### src/rtl/strobe_period_monitor.sv
// Measures the interval between single-cycle strobes, locks once enough consecutive
// intervals fall inside EXPECTED +/- TOLERANCE, and flags loss of lock or a missing strobe.
module strobe_period_monitor #(
    parameter logic [19:0] EXPECTED   = 20'd16,
    parameter logic [19:0] TOLERANCE  = 20'd0,
    parameter logic [7:0]  LOCK_COUNT = 8'd4
) (
    input  logic        clk,
    input  logic        reset,
    input  logic        strobe_in,
    output logic [19:0] period_out,
    output logic        period_valid,
    output logic        locked,
    output logic        error,
    output logic [7:0]  err_count
);

    typedef enum logic [1:0] {
        IDLE    = 2'd0,
        MEASURE = 2'd1,
        LOCK    = 2'd2
    } state_t;

    // Window bounds are 21 bits so EXPECTED+TOLERANCE never overflows the compare.
    localparam logic [20:0] WIN_LO  = {1'b0, EXPECTED} - {1'b0, TOLERANCE};
    localparam logic [20:0] WIN_HI  = {1'b0, EXPECTED} + {1'b0, TOLERANCE};
    localparam logic [19:0] TMO_CNT = WIN_HI[19:0];
    localparam logic [19:0] CNT_MAX = 20'hFFFFF;

    state_t      state;
    logic [19:0] cnt;
    logic [7:0]  match_cnt;

    logic        in_tol;
    logic        timeout;
    logic        lock_hit;
    logic [7:0]  err_count_inc;

    always_comb begin
        in_tol        = ({1'b0, cnt} >= WIN_LO) && ({1'b0, cnt} <= WIN_HI);
        timeout       = !strobe_in && (cnt == TMO_CNT);
        lock_hit      = ({1'b0, match_cnt} + 9'd1) == {1'b0, LOCK_COUNT};
        err_count_inc = (err_count != 8'hFF) ? err_count + 8'd1 : err_count;
    end

    always_ff @(posedge clk) begin
        if (reset) begin
            state        <= IDLE;
            cnt          <= '0;
            match_cnt    <= '0;
            period_out   <= '0;
            period_valid <= 1'b0;
            locked       <= 1'b0;
            error        <= 1'b0;
            err_count    <= '0;
        end else begin
            period_valid <= 1'b0;
            error        <= 1'b0;

            if (strobe_in)
                cnt <= 20'd1;
            else if (cnt != CNT_MAX)
                cnt <= cnt + 20'd1;

            case (state)
                IDLE: begin
                    // First strobe only establishes the reference edge.
                    if (strobe_in) begin
                        state     <= MEASURE;
                        match_cnt <= '0;
                    end
                end

                MEASURE: begin
                    if (strobe_in) begin
                        period_out   <= cnt;
                        period_valid <= 1'b1;
                        if (in_tol) begin
                            match_cnt <= match_cnt + 8'd1;
                            if (lock_hit) begin
                                state  <= LOCK;
                                locked <= 1'b1;
                            end
                        end else begin
                            match_cnt <= '0;
                        end
                    end else if (timeout) begin
                        state     <= IDLE;
                        match_cnt <= '0;
                    end
                end

                LOCK: begin
                    if (strobe_in) begin
                        period_out   <= cnt;
                        period_valid <= 1'b1;
                        if (!in_tol) begin
                            state     <= MEASURE;
                            locked    <= 1'b0;
                            error     <= 1'b1;
                            err_count <= err_count_inc;
                            match_cnt <= '0;
                        end
                    end else if (timeout) begin
                        // Missing strobe while locked: drop back to waiting for a reference.
                        state     <= IDLE;
                        locked    <= 1'b0;
                        error     <= 1'b1;
                        err_count <= err_count_inc;
                        match_cnt <= '0;
                    end
                end

                default: begin
                    state     <= IDLE;
                    locked    <= 1'b0;
                    match_cnt <= '0;
                end
            endcase
        end
    end

endmodule
### config.mk
export PLATFORM = sky130hd
export DESIGN_NAME = strobe_period_monitor
export DESIGN_NICKNAME = d
export VERILOG_FILES = /design/src/rtl/strobe_period_monitor.sv
export SDC_FILE = /design/constraint.sdc
export NUM_CORES = 1
export LEC_CHECK = 0
export ABC_CLOCK_PERIOD_IN_PS = 2960
export CAP_MARGIN = 20
export CORE_MARGIN = 2
export CORE_UTILIZATION = 45
export CTS_CLUSTER_DIAMETER = 40
export CTS_CLUSTER_SIZE = 25
export DETAILED_ROUTE_END_ITERATION = 8
export PLACE_DENSITY = 0.7
export SYNTH_ARGS = -nofsm -noshare
export SYNTH_HDL_FRONTEND = slang
export SYNTH_SLANG_ARGS = --single-unit
### constraint.sdc
create_clock -name clk -period 2.96 [get_ports clk]
set_input_delay 0.444 -clock clk [delete_from_list [all_inputs] [get_ports clk]]
set_output_delay 0.444 -clock clk [all_outputs]
set_load 0.03 [all_outputs]
Word-level counts from Yosys, hierarchy flattened:

Cells that the tools add are included.

* $add $sub $neg: 4
* magnitude comparators: 2
* equal/unequal tests: 15
* muxes and demuxes: 32
* bitwise operators: 3
* reductions and logical operators: 15

Operator list (number)
* 8-bit 2-to-1 mux: 10
* 8-bit case mux with 3 select lines: 1
* 20-bit by 1-bit adder with 20-bit output, second input constant: 1
* 20-bit by 5-bit equality test with 1-bit output, second input constant: 1
* 20-bit by 5-bit >= comparator with 1-bit output, second input constant: 1
* 20-bit by 5-bit less-or-equal comparator with 1-bit output, second input constant: 1
* 20-bit inequality test, second input constant: 1
* 8-bit by 1-bit adder with 8-bit output, second input constant: 2
* 2-bit 2-to-1 mux: 7
* 1-bit 2-to-1 mux: 12
* 3-bit inequality test, second input constant: 4
* 2-bit inequality test, second input constant: 5
* 8-bit by 1-bit adder with 9-bit output, second input constant: 1
* 9-bit by 3-bit equality test with 1-bit output, second input constant: 1
* 8-bit inequality test, second input constant: 1
* 2-bit OR reduction: 4
* 2-bit case mux with 3 select lines: 1
* 6-bit AND reduction: 1
* 2-bit AND reduction: 2
* 4-bit AND reduction: 1
* 2-bit nonzero test: 2
* 1-bit NOT: 3
* 1-bit case mux with 3 select lines: 1
* 3-bit AND reduction: 1
* 5 further kinds: 6

* register bits after elaboration: 61
* input port bits: 3
* word-level logic and storage cells: 80

Depth between registers and ports, before layout:

* depth after elaboration: 6
* depth in mapped cells: 9
* mapped depth without buffers: 8

Worst setup path before layout:

No wires, ideal clock.

* kind: reg2reg
* from: register cnt[0]
* to: register err_count[7]
* setup time: 0.115 ns
* data arrival time: 2.012 ns
* required time: 2.845 ns
* slack: 0.832 ns
* cell stages (with the launch flop): 10
* path buffers: 1
* period minus slack after synthesis: 2.128 ns
* cells stage by stage: dfxtp_1 > inv_1 > ha_1 > nor4b_4 > nand3_2 > nor2_1 > mux2_2 > buf_4 > o31a_1 > o21ba_2

* longest elaborated chain between the ends: 4

RTL lines
* start: declaration: line 31 `logic [19:0] cnt;`
* start signal: assignment: line 63 `cnt <= cnt + 20'd1;`
* 20-bit by 5-bit >= comparator with 1-bit output, or another cell as far along: line 40 `in_tol = ({1'b0, cnt} >= WIN_LO) && ({1'b0, cnt} <= WIN_HI);`
* 1-bit logical AND (on tied branches): line 40, 41
* 2-bit inequality test (no line) / 2-bit nonzero test (equally long branches)
* 3-bit AND reduction (no line) *
* end signal: assignment: line 101 `err_count <= err_count_inc;`
* end signal: assignment: line 109 `err_count <= err_count_inc;`
* end: declaration: line 15 `output logic [7:0] err_count`

Mark *: on every way between the ends. The rest lies on a longest branch, timed or not.
A chain may end at the register's enable or synchronous reset.

Final worst setup path:

* from: register cnt[0]
* to: register err_count[5]

Same word-level chain as after synthesis.

==> out/qor.yml <==
sta:
  max_slew_margin_pct: 50.2
  worstMarginPinSlew_ns: 0.745
  setup_violations: 0
  max_freq_mhz: 424
  fin_crit_sh_pct: 79.7
  hold_violations: 0
  finClkSkew_ns: 0.00658
  tns_ns: 0
  whs_ns: 0.454
  grt_setup_unrepaired: "no"
  min_period_ns: 2.36
  slew_viol_final: 0
  fin_ws_ns: 0.601
placement:
  dpl_cell_area_mm2: 0.00342
  place.gp.congestion: 0.924
  hpwl_mm: 4.75
  port_buffers: 33
  preCtsSetupSlack_ns: 0.635
run:
  drv_cap: 0
route:
  drcViolationCount: 0
  vias_per_cell: 5.68
  drt_iter0_drc: 147
  routedWlPerCell_um: 14.1
  totalWireLength_mm: 6.90
  antenna_left: 0
  first_pass_iters: 4
  vias: 2782
cts:
  cts.sinks: 61
  cts_tree: "done"
  cts_htree_levels: 3
  cts_root_buffer: "clkbuf_8"
  clk_latency_ns: 0.35
  cts.repair.resized: 0
  cts_buffer_depth: 2
  cts_made_buffers: 9
  cts_hold_buffers: 0
  clk_pin_slew_ns: 0.07
  cts_setup_buffers: 0
synth:
  synth_ff_type: "dfxtp_1"
  synth_area_mm2: 0.00309
  yosysTopAreaCellShare_pct: 39.5
  yosysWarnings: 0
  synth_edf_count: 0
  ys_seq_area_share_pct: 39.5
  synth.distinct_cells: 64
  avgSynthCellArea_um2: 8.16
  synth.area.top_cells: "dfxtp_1 (39%), nand2_1 (7.3%), a21oi_1 (5.8%)"
  yosys.area.top_type: "dfxtp_1"
  postSynthCellCount: 379
  synthArstFlopShare_pct: 0
  synth_seq_cells: 61
  syn_nets: 390
outcome:
  status: "completed"
worst_setup_path:
  critPathMaxStageDelay_ns: 0.49
  r2r-end: "err_count[5]"
  endpoint_kind: "register"
  cp-startpoint: "cnt[0]"
  worst-path-max-fanout: 13
  crit-reg2reg-launch: "cnt[0]"
  cp.arrival_ns: 2.64
  rrSetupSlack_ns: 0.60
  critPathTopFamily: "simple AND/OR/NAND/NOR gates"
  cp.required_ns: 3.25
  crit_path_start_kind: "register"
  critPathBufInv: 1
  reg2reg_depth: 8
  crit_type: "reg -> reg"
  crit_chain: "inv_1 -> ha_1 -> nor4b_4 -> nand3_2 -> nor2_1 -> mux2_2 -> or4_1 -> a21oi_1"
  critPathSlowestCell: "or4_1"
floorplan:
  die_area_mm2: 0.00755
  rows: 30
  fp.dieH_um: 86.9
  coreArea_mm2: 0.00672
  io_pins: 34
  die_w_um: 86.9
  start_util_pct: 46.0
hold_path:
  hold_class: "reg -> reg"
  holdPathStages: 2
  hp-start: "period_out[8]"
  min_to: "period_out[8]"
power_and_ir_drop:
  peakVddDrop_mv: 0.230
  powerDensity_mw_per_mm2: 549
  p_leak_nw: 1.20
grt:
  grt_usage_pct: 19.6
  grt_pass1_wl_mm: 11.8
  grt_pass1_vias: 2550
  grt_max_degree: 29
  antenna_found_initial: 0
  overflow: 0
final_layout:
  drive_above_1_share_pct: 9.76
  syn2layout_area_growth_pct: 17.5
  mostFrequentLayoutCells: "dfxtp_1 (61), nand2_1 (60), nor2_1 (41), a21oi_1 (36), clkdlybuf4s50_1 (33)"
  diodes: 0
  finalCoreUtilization_pct: 54.1
  final_area_mm2: 0.00363
  mostFrequentLayoutCell: "dfxtp_1"
  nets: 416
[worst min-delay path: stages (launching register included)]
cell and delay [ns]:
dfxtp_1 0.31, nand2_1 0.05, a21oi_1 0.05
[cells in the mapped netlist (4+ instances only)]
cell type,count
nor2_1,41
o21ai_0,11
nand2_1,60
clkbuf_1,9
nand4_1,8
or3_1,5
dfxtp_1,61
nor3_1,9
mux2i_1,5
a21oi_1,36
nand3_1,13
a21o_1,4
inv_1,14
xnor2_1,13
nor4_1,8
ha_1,8
o31ai_1,4
[worst max path at each step]
stage / cells past startpoint / to / slack (ns)
floorplan: 9 / err_count[7] / 0.83
CTS: 8 / err_count[5] / 0.60
global placement: 6 / err_count[5] / 0.67
finish: 8 / err_count[5] / 0.60
detailed placement: 8 / err_count[5] / 0.63
global route: 8 / err_count[5] / 0.45
[through the flow]
stage,instances,power (mW)
2_1_floorplan,379,1.15
3_3_place_gp,474,1.22
3_5_place_dp,474,1.22
4_1_cts,490,2.00
5_1_grt,490,2.08
6_report,490,1.99
[power by group]
group	leakage (nW)	switching (mW)	internal, mW
logic	0.601	0.243	0.111
registers	0.492	0.0189	0.838
clock network	0.107	0.364	0.419
[layout make-up]
cell class	instances	area (um2)
Clock buffer	10	138
Tap cell	80	100
Sequential cell	61	1220
Multi-Input combinational cell	281	1690
Timing Repair Buffer	37	360
Inverter	15	56.3
Fill cell	643	3090
Clock inverter	6	70.1
[routing by layer]
layer | part of all wire (%) | global-route usage (%) | up-vias | wire (um)
li1 | - | - | 1388 | -
met1 | 46 | 25.7 | 1320 | 3180
met2 | 48 | 31.2 | 62 | 3320
met3 | 4.2 | 3.79 | 12 | 290
met4 | 1.7 | 8.66 | 0 | 114
met5 | 0 | 0 | - | 0
[kinds of logic (layout without fill, tap and decap cells)]
kind of cell             count (synthesis)  after routing  share of synthesized area (%)
XOR/XNOR                                14             14                           3.97
adder cells (fa/ha/maj)                  8              8                           3.24
AND/OR/NAND/NOR                        172            172                           28.7
AO/OA/AOI/OAI                           80             80                           16.3
buffers and inverters                   37             68                           5.95
multiplexers                             7              7                           2.35
flip-flops                              61             61                           39.5
[registers in the layout, indices dropped and copies added (netlist names)]
name	count
cnt	20
period_out	20
err_count	8
match_cnt	8
state	2
error	1
locked	1
period_valid	1
No activity file was read; power rests on OpenSTA's default activity.
